==> src/rtl/cassette_recorder.sv <==
// Cassette recorder: slices the DAC output into a square wave, decodes bit
// periods measured in Q ticks into bytes, buffers them in a 4-entry FIFO and
// writes them to SDRAM one byte at a time through a request/acknowledge handshake.
module cassette_recorder #(
    parameter int THRESH = 560,
    parameter int GAP    = 4095
) (
    input  logic        clk,
    input  logic        reset,
    input  logic        Q,
    input  logic        en,
    input  logic        arm,
    input  logic [5:0]  dac,
    output logic [24:0] sdram_addr,
    output logic [7:0]  sdram_data,
    output logic        sdram_we,
    input  logic        sdram_ready,
    output logic [24:0] byte_count,
    output logic        overflow,
    output logic        busy
);

    // state | meaning
    // IDLE  | waiting for a byte in the FIFO and address space left
    // REQ   | sdram_we high, holding addr/data until sdram_ready
    // DONE  | one-clk recovery after the acknowledge
    typedef enum logic [1:0] {IDLE, REQ, DONE} state_t;

    localparam logic [11:0] THRESH_V = 12'(THRESH);
    localparam logic [11:0] GAP_V    = 12'(GAP);
    localparam logic [24:0] ADDR_MAX = '1;

    state_t      state, state_next;
    logic        level, level_next, rise;
    logic        en_q, arm_q, arm_rise, en_fall, run;
    logic [11:0] period;
    logic        started;
    logic [7:0]  shreg;
    logic [2:0]  bit_cnt;
    logic        sample, is_gap, bit_val, push;
    logic [7:0]  push_byte;
    logic [7:0]  mem [4];
    logic [1:0]  wr_ptr, rd_ptr;
    logic [2:0]  fifo_cnt;
    logic        full, push_ok, pop;
    logic        arm_pend;

    assign arm_rise = arm & ~arm_q;
    assign en_fall  = ~en & en_q;
    assign run      = en & arm;

    // Hysteresis slicer: above 35 goes high, below 28 goes low, otherwise holds.
    always_comb begin
        level_next = level;
        if (dac >= 6'd36)
            level_next = 1'b1;
        else if (dac <= 6'd27)
            level_next = 1'b0;
    end

    assign rise = level_next & ~level;

    // Slicer level and edge-detect history for en and arm.
    always_ff @(posedge clk or posedge reset) begin
        if (reset) begin
            level <= 1'b0;
            en_q  <= 1'b0;
            arm_q <= 1'b0;
        end else begin
            level <= level_next;
            en_q  <= en;
            arm_q <= arm;
        end
    end

    // Decode the period that just ended at a slicer rising edge.
    always_comb begin
        sample    = rise & run & started & ~arm_rise;
        is_gap    = (period == GAP_V);
        bit_val   = (period < THRESH_V);
        push_byte = {bit_val, shreg[7:1]};
        push      = sample & ~is_gap & (bit_cnt == 3'd7);
    end

    // Period counter and LSB-first shift register; the first edge after
    // enabling only starts timing.
    always_ff @(posedge clk or posedge reset) begin
        if (reset) begin
            period  <= '0;
            started <= 1'b0;
            shreg   <= '0;
            bit_cnt <= '0;
        end else if (arm_rise || en_fall) begin
            if (arm_rise)
                period <= '0;
            started <= 1'b0;
            shreg   <= '0;
            bit_cnt <= '0;
        end else if (run && rise) begin
            started <= 1'b1;
            period  <= '0;
            if (started) begin
                if (is_gap) begin
                    shreg   <= '0;
                    bit_cnt <= '0;
                end else begin
                    shreg   <= push_byte;
                    bit_cnt <= bit_cnt + 3'd1;
                end
            end
        end else if (run && Q && period != GAP_V) begin
            period <= period + 12'd1;
        end
    end

    assign full    = (fifo_cnt == 3'd4);
    assign push_ok = push & (~full | pop);

    // FIFO storage; contents are don't-care until written.
    always_ff @(posedge clk) begin
        if (push_ok)
            mem[wr_ptr] <= push_byte;
    end

    // FIFO pointers, occupancy and sticky overflow.
    always_ff @(posedge clk or posedge reset) begin
        if (reset) begin
            wr_ptr   <= '0;
            rd_ptr   <= '0;
            fifo_cnt <= '0;
            overflow <= 1'b0;
        end else if (arm_rise) begin
            wr_ptr   <= '0;
            rd_ptr   <= '0;
            fifo_cnt <= '0;
            overflow <= 1'b0;
        end else begin
            if (push_ok)
                wr_ptr <= wr_ptr + 2'd1;
            if (pop)
                rd_ptr <= rd_ptr + 2'd1;
            case ({push_ok, pop})
                2'b10:   fifo_cnt <= fifo_cnt + 3'd1;
                2'b01:   fifo_cnt <= fifo_cnt - 3'd1;
                default: fifo_cnt <= fifo_cnt;
            endcase
            if (push && !push_ok)
                overflow <= 1'b1;
        end
    end

    // Writer state register.
    always_ff @(posedge clk or posedge reset) begin
        if (reset)
            state <= IDLE;
        else
            state <= state_next;
    end

    // Writer next state; the FIFO head is popped on the IDLE->REQ transition.
    always_comb begin
        state_next = state;
        pop        = 1'b0;
        case (state)
            IDLE: begin
                if (fifo_cnt != 3'd0 && sdram_addr != ADDR_MAX && !arm_rise) begin
                    state_next = REQ;
                    pop        = 1'b1;
                end
            end
            REQ: begin
                if (sdram_ready)
                    state_next = DONE;
            end
            DONE:    state_next = IDLE;
            default: state_next = IDLE;
        endcase
    end

    // Write request, address and count; an arm during an outstanding write
    // clears the address only once that write is acknowledged.
    always_ff @(posedge clk or posedge reset) begin
        if (reset) begin
            sdram_addr <= '0;
            sdram_data <= '0;
            sdram_we   <= 1'b0;
            byte_count <= '0;
            arm_pend   <= 1'b0;
        end else begin
            if (pop) begin
                sdram_data <= mem[rd_ptr];
                sdram_we   <= 1'b1;
            end
            if (state == REQ && sdram_ready) begin
                sdram_we <= 1'b0;
                arm_pend <= 1'b0;
                if (arm_pend || arm_rise) begin
                    sdram_addr <= '0;
                    byte_count <= '0;
                end else begin
                    sdram_addr <= sdram_addr + 25'd1;
                    byte_count <= byte_count + 25'd1;
                end
            end else if (arm_rise) begin
                if (state == REQ) begin
                    arm_pend <= 1'b1;
                end else begin
                    sdram_addr <= '0;
                    byte_count <= '0;
                end
            end
        end
    end

    assign busy = (fifo_cnt != 3'd0) | sdram_we;

endmodule
==> config.mk <==
export PLATFORM = sky130hd
export DESIGN_NAME = cassette_recorder
export DESIGN_NICKNAME = d
export VERILOG_FILES = /design/src/rtl/cassette_recorder.sv
export SDC_FILE = /design/constraint.sdc
export NUM_CORES = 1
export LEC_CHECK = 0
export ABC_AREA = 0
export ABC_CLOCK_PERIOD_IN_PS = 4200
export BUFFER_PORTS_ARGS = -buffer_cell sky130_fd_sc_hd__buf_4
export CAP_MARGIN = 0
export CORE_MARGIN = 2
export CORE_UTILIZATION = 35
export DETAILED_ROUTE_END_ITERATION = 10
export PLACE_DENSITY = 0.6
export SLEW_MARGIN = 20
export SYNTH_ARGS = -nofsm -noshare
export SYNTH_HDL_FRONTEND = slang
export SYNTH_SLANG_ARGS = --single-unit
export TNS_END_PERCENT = 5
==> constraint.sdc <==
create_clock -name clk -period 4.2 [get_ports clk]
set_input_delay 0 -clock clk [delete_from_list [all_inputs] [get_ports clk]]
set_output_delay 0 -clock clk [all_outputs]
set_load 0.005 [all_outputs]
==> reports/qor.yml <==
synth:
  synth_cells: 539
  synth_cell_types: 57
  synthesis.nets: 561
  ys_async_sr_fraction_pct: 75.00
  synth-seq-cells: 128
  synth_common_cells: "dfrtp_1, nand2_1, o21ai_0"
  synth.cell_area_um2: 6005
  yosysMostFrequentCell: "dfrtp_1"
  syn_avg_cell_area_um2: 11.14
  ys_seq_area_share_pct: 56.01
  synth_area_leader_cell: "dfrtp_1"
  synth_area_leaders: "dfrtp_1, edfxtp_1, o21ai_0"
  synth_edf_count: 32
  synth_top_area_share_pct: 40.01
  ys.flop_type: "dfrtp_1"
  ys.warnings.count: 0
pwr:
  pwr-share-clk_pct: 42.8
  seq_power_share_pct: 40.1
  vdd_drop_max_mv: 0.3267
  p_int_uw: 2679
  switching_share_pct: 27.05
  power_density_nw_per_um2: 492.5
  leakagePower_uw: 0.003053
  p_comb_share_pct: 17.0
  fin_total_pwr_uw: 3673
  switchingPower_uw: 993.5
drt:
  routed_via_density: 5.434
  first_pass_iters: 5
  drt_iter0_drc: 218
  wl_per_cell_um: 16.29
  drt-total-wl_um: 13880
  drc: 0
  ant_nets: 0
  vias: 4630
grt:
  grt_max_degree: 63
  grt_remaining_overflow: 0
  antenna_found_initial: 0
  track_usage_pct: 15.89
  grt_pass1_wl_um: 22750
  grt_pass1_vias: 4494
timing:
  hold_viol_final: 0
  finalSetupViolations: 0
  rsz0062_at_grt: "no"
  drv_slew: 0
  tns_ns: 0
  min_period_ns: 3.294
  worst_pin_slew_ns: 0.8851
  fmax_mhz: 303.6
  finClkSkew_ns: 0.005839
  slew_headroom_pct: 40.99
  fin_crit_sh_pct: 78.43
clocking:
  cts-root-buf: "clkbuf_16"
  cts.clk_slew.worst_paths_ns: 0.06
  insertion_delay_ns: 0.42
  numClockSinks: 128
  cts_made_buffers: 17
  cts_tree: "yes"
  cts_resized: 0
  htreeDepth: 4
  clock_path_buffers: 2
layout:
  multi_input_area_um2: 2480
  drive_gt1_share_pct: 20.89
  area_growth_pct: 24.21
  fill_cells: 1553
  register_area_um2: 3363
  diodes: 0
  nNetsFinal: 642
worst_setup_path:
  r2r_end: "fifo_cnt[2]"
  critical_path_class: "reg -> reg"
  cp.required_ns: 4.55
  critPathMaxFanout: 16
  cp_data_arrival_time_ns: 3.64
  r2r_slack_ns: 0.91
  cp-start-kind: "register"
  crit_family: "simple AND/OR/NAND/NOR gates"
  crit_chain: "ha_1, nand3_2, or4_1, o21a_1, nand2_1, fa_1, or4_1, mux2i_1, mux2i_1"
  path_buf_inv: 0
  cp-end-kind: "register"
  cpPeakStageDelay_ns: 0.66
  rr_startpoint: "sdram_addr[0]"
  reg2reg_depth: 9
  crit_slowest_cell: "o21a_1"
min_path:
  min_from: "dac[5]"
  min_to: "started"
  hold_class: "in -> reg"
  hold_path_depth: 5
die:
  fp.dieArea_um2: 18220
  core.rowCount: 47
  die_width_um: 135.0
  pin_count: 73
  initial_utilization_pct: 35.95
  fp.dieH_um: 135.0
  coreArea_um2: 16700
placement:
  hpwl_um: 9050
  portBuffers: 70
  routabilityCongestion: 0.7765
flow_run:
  drv_cap: 0
status:
  status: "finished clean"
power groups by stage:
stage,logic (uW),registers (uW),clock network [uW]
2_1_floorplan,450,1450,0
3_3_place_gp,604,1490,0
3_5_place_dp,625,1500,0
4_1_cts,635,1480,1600
5_1_grt,692,1500,1660
6_report,626,1470,1570
logic make-up (layout without fill, tap and decap cells):
logic type	after synthesis	after routing	synth area share, %
AND/OR/NAND/NOR	204	204	18.40
flip-flops	128	128	56.01
AO/OA/AOI/OAI	113	113	11.71
buffers and inverters	39	132	2.771
multiplexers	23	23	5.689
XOR/XNOR	22	22	3.209
adder cells (fa/ha/maj)	10	10	2.209
worst min-delay path, delay by kind of cell:
family / cells / cell delay (ns)
buffers and inverters: 1 / 0.12
and+or+nand+nor: 4 / 0.38
final cells by class:
type                            count  share of cell area (%)
Sequential cell                   128                   45.09
Multi-Input combinational cell    372                   33.25
Timing Repair Buffer               84                   8.690
Clock buffer                       19                   5.804
Tap cell                          220                   3.691
Clock inverter                     12                   2.583
Inverter                           17                  0.8891
layer usage:
metal / global-route usage [%] / part of all wire, % / vias up
met4: 7.465 / 1.8 / 0
met2: 24.17 / 47 / 111
li1: - / - / 2183
met1: 21.38 / 46 / 2319
met3: 3.979 / 4.3 / 17
met5: 0 / 0 / -
stage by stage:
stage / area, um2 / utilization (%) / setup WS, ns / hold WS (ns) / std cells
2_1_floorplan: 6005 / - / 1.550 / 0.03143 / 539
3_3_place_gp: 6760 / 40.48 / 0.9982 / 0.1352 / 814
3_5_place_dp: 6760 / 40.48 / 0.8710 / 0.1386 / 814
4_1_cts: 7456 / 44.64 / 0.8472 / 0.07466 / 852
5_1_grt: 7458 / 44.66 / 0.6431 / 0.1646 / 852
6_report: 7458 / 44.66 / 0.9060 / 0.1129 / 852
cell usage in the layout, fill, tap and decap left out, types with 6 or more instances in the layout:
cell type,netlist,routed
nand4_1,18,18
mux2i_1,6,6
nand2_1,48,48
nor4_1,8,8
mux4_2,8,8
nand3_1,23,23
o21ai_0,43,43
or4_1,12,12
a31oi_1,9,9
ha_1,9,9
or3_1,10,9
xnor2_1,17,17
inv_1,17,16
dfrtp_1,96,96
clkbuf_16,0,17
edfxtp_1,32,32
a22o_1,13,13
dlygate4sd3_1,0,7
nor3_1,12,12
a21oi_1,22,21
nor2_1,37,37
buf_4,0,77
how the worst max path moves through the flow:
stage,startpoint,to,slack [ns],cells after the start
after CTS,sdram_addr[0],fifo_cnt[2],0.85,9
after floorplan,period[6],fifo_cnt[2],1.55,8
after global routing,sdram_addr[0],fifo_cnt[2],0.64,9
final,sdram_addr[0],fifo_cnt[2],0.91,9
after detailed placement,sdram_addr[0],fifo_cnt[2],0.87,9
after global placement,sdram_addr[0],fifo_cnt[2],1.0,9
registers in the layout, indices dropped and copies added, names as in the netlist, 3 cells and up:
name and count:
bit_cnt 3, period 12, sdram_addr 25, fifo_cnt 3
byte_count 25, mem 32, shreg 7, sdram_data 8
what timing repair did:
action | CTS | global route
setup buffers | 0 | 0
hold buffers | 7 | 0
endpoints found under the hold margin | 65 | 0
Power figures use the tool's default switching activity.
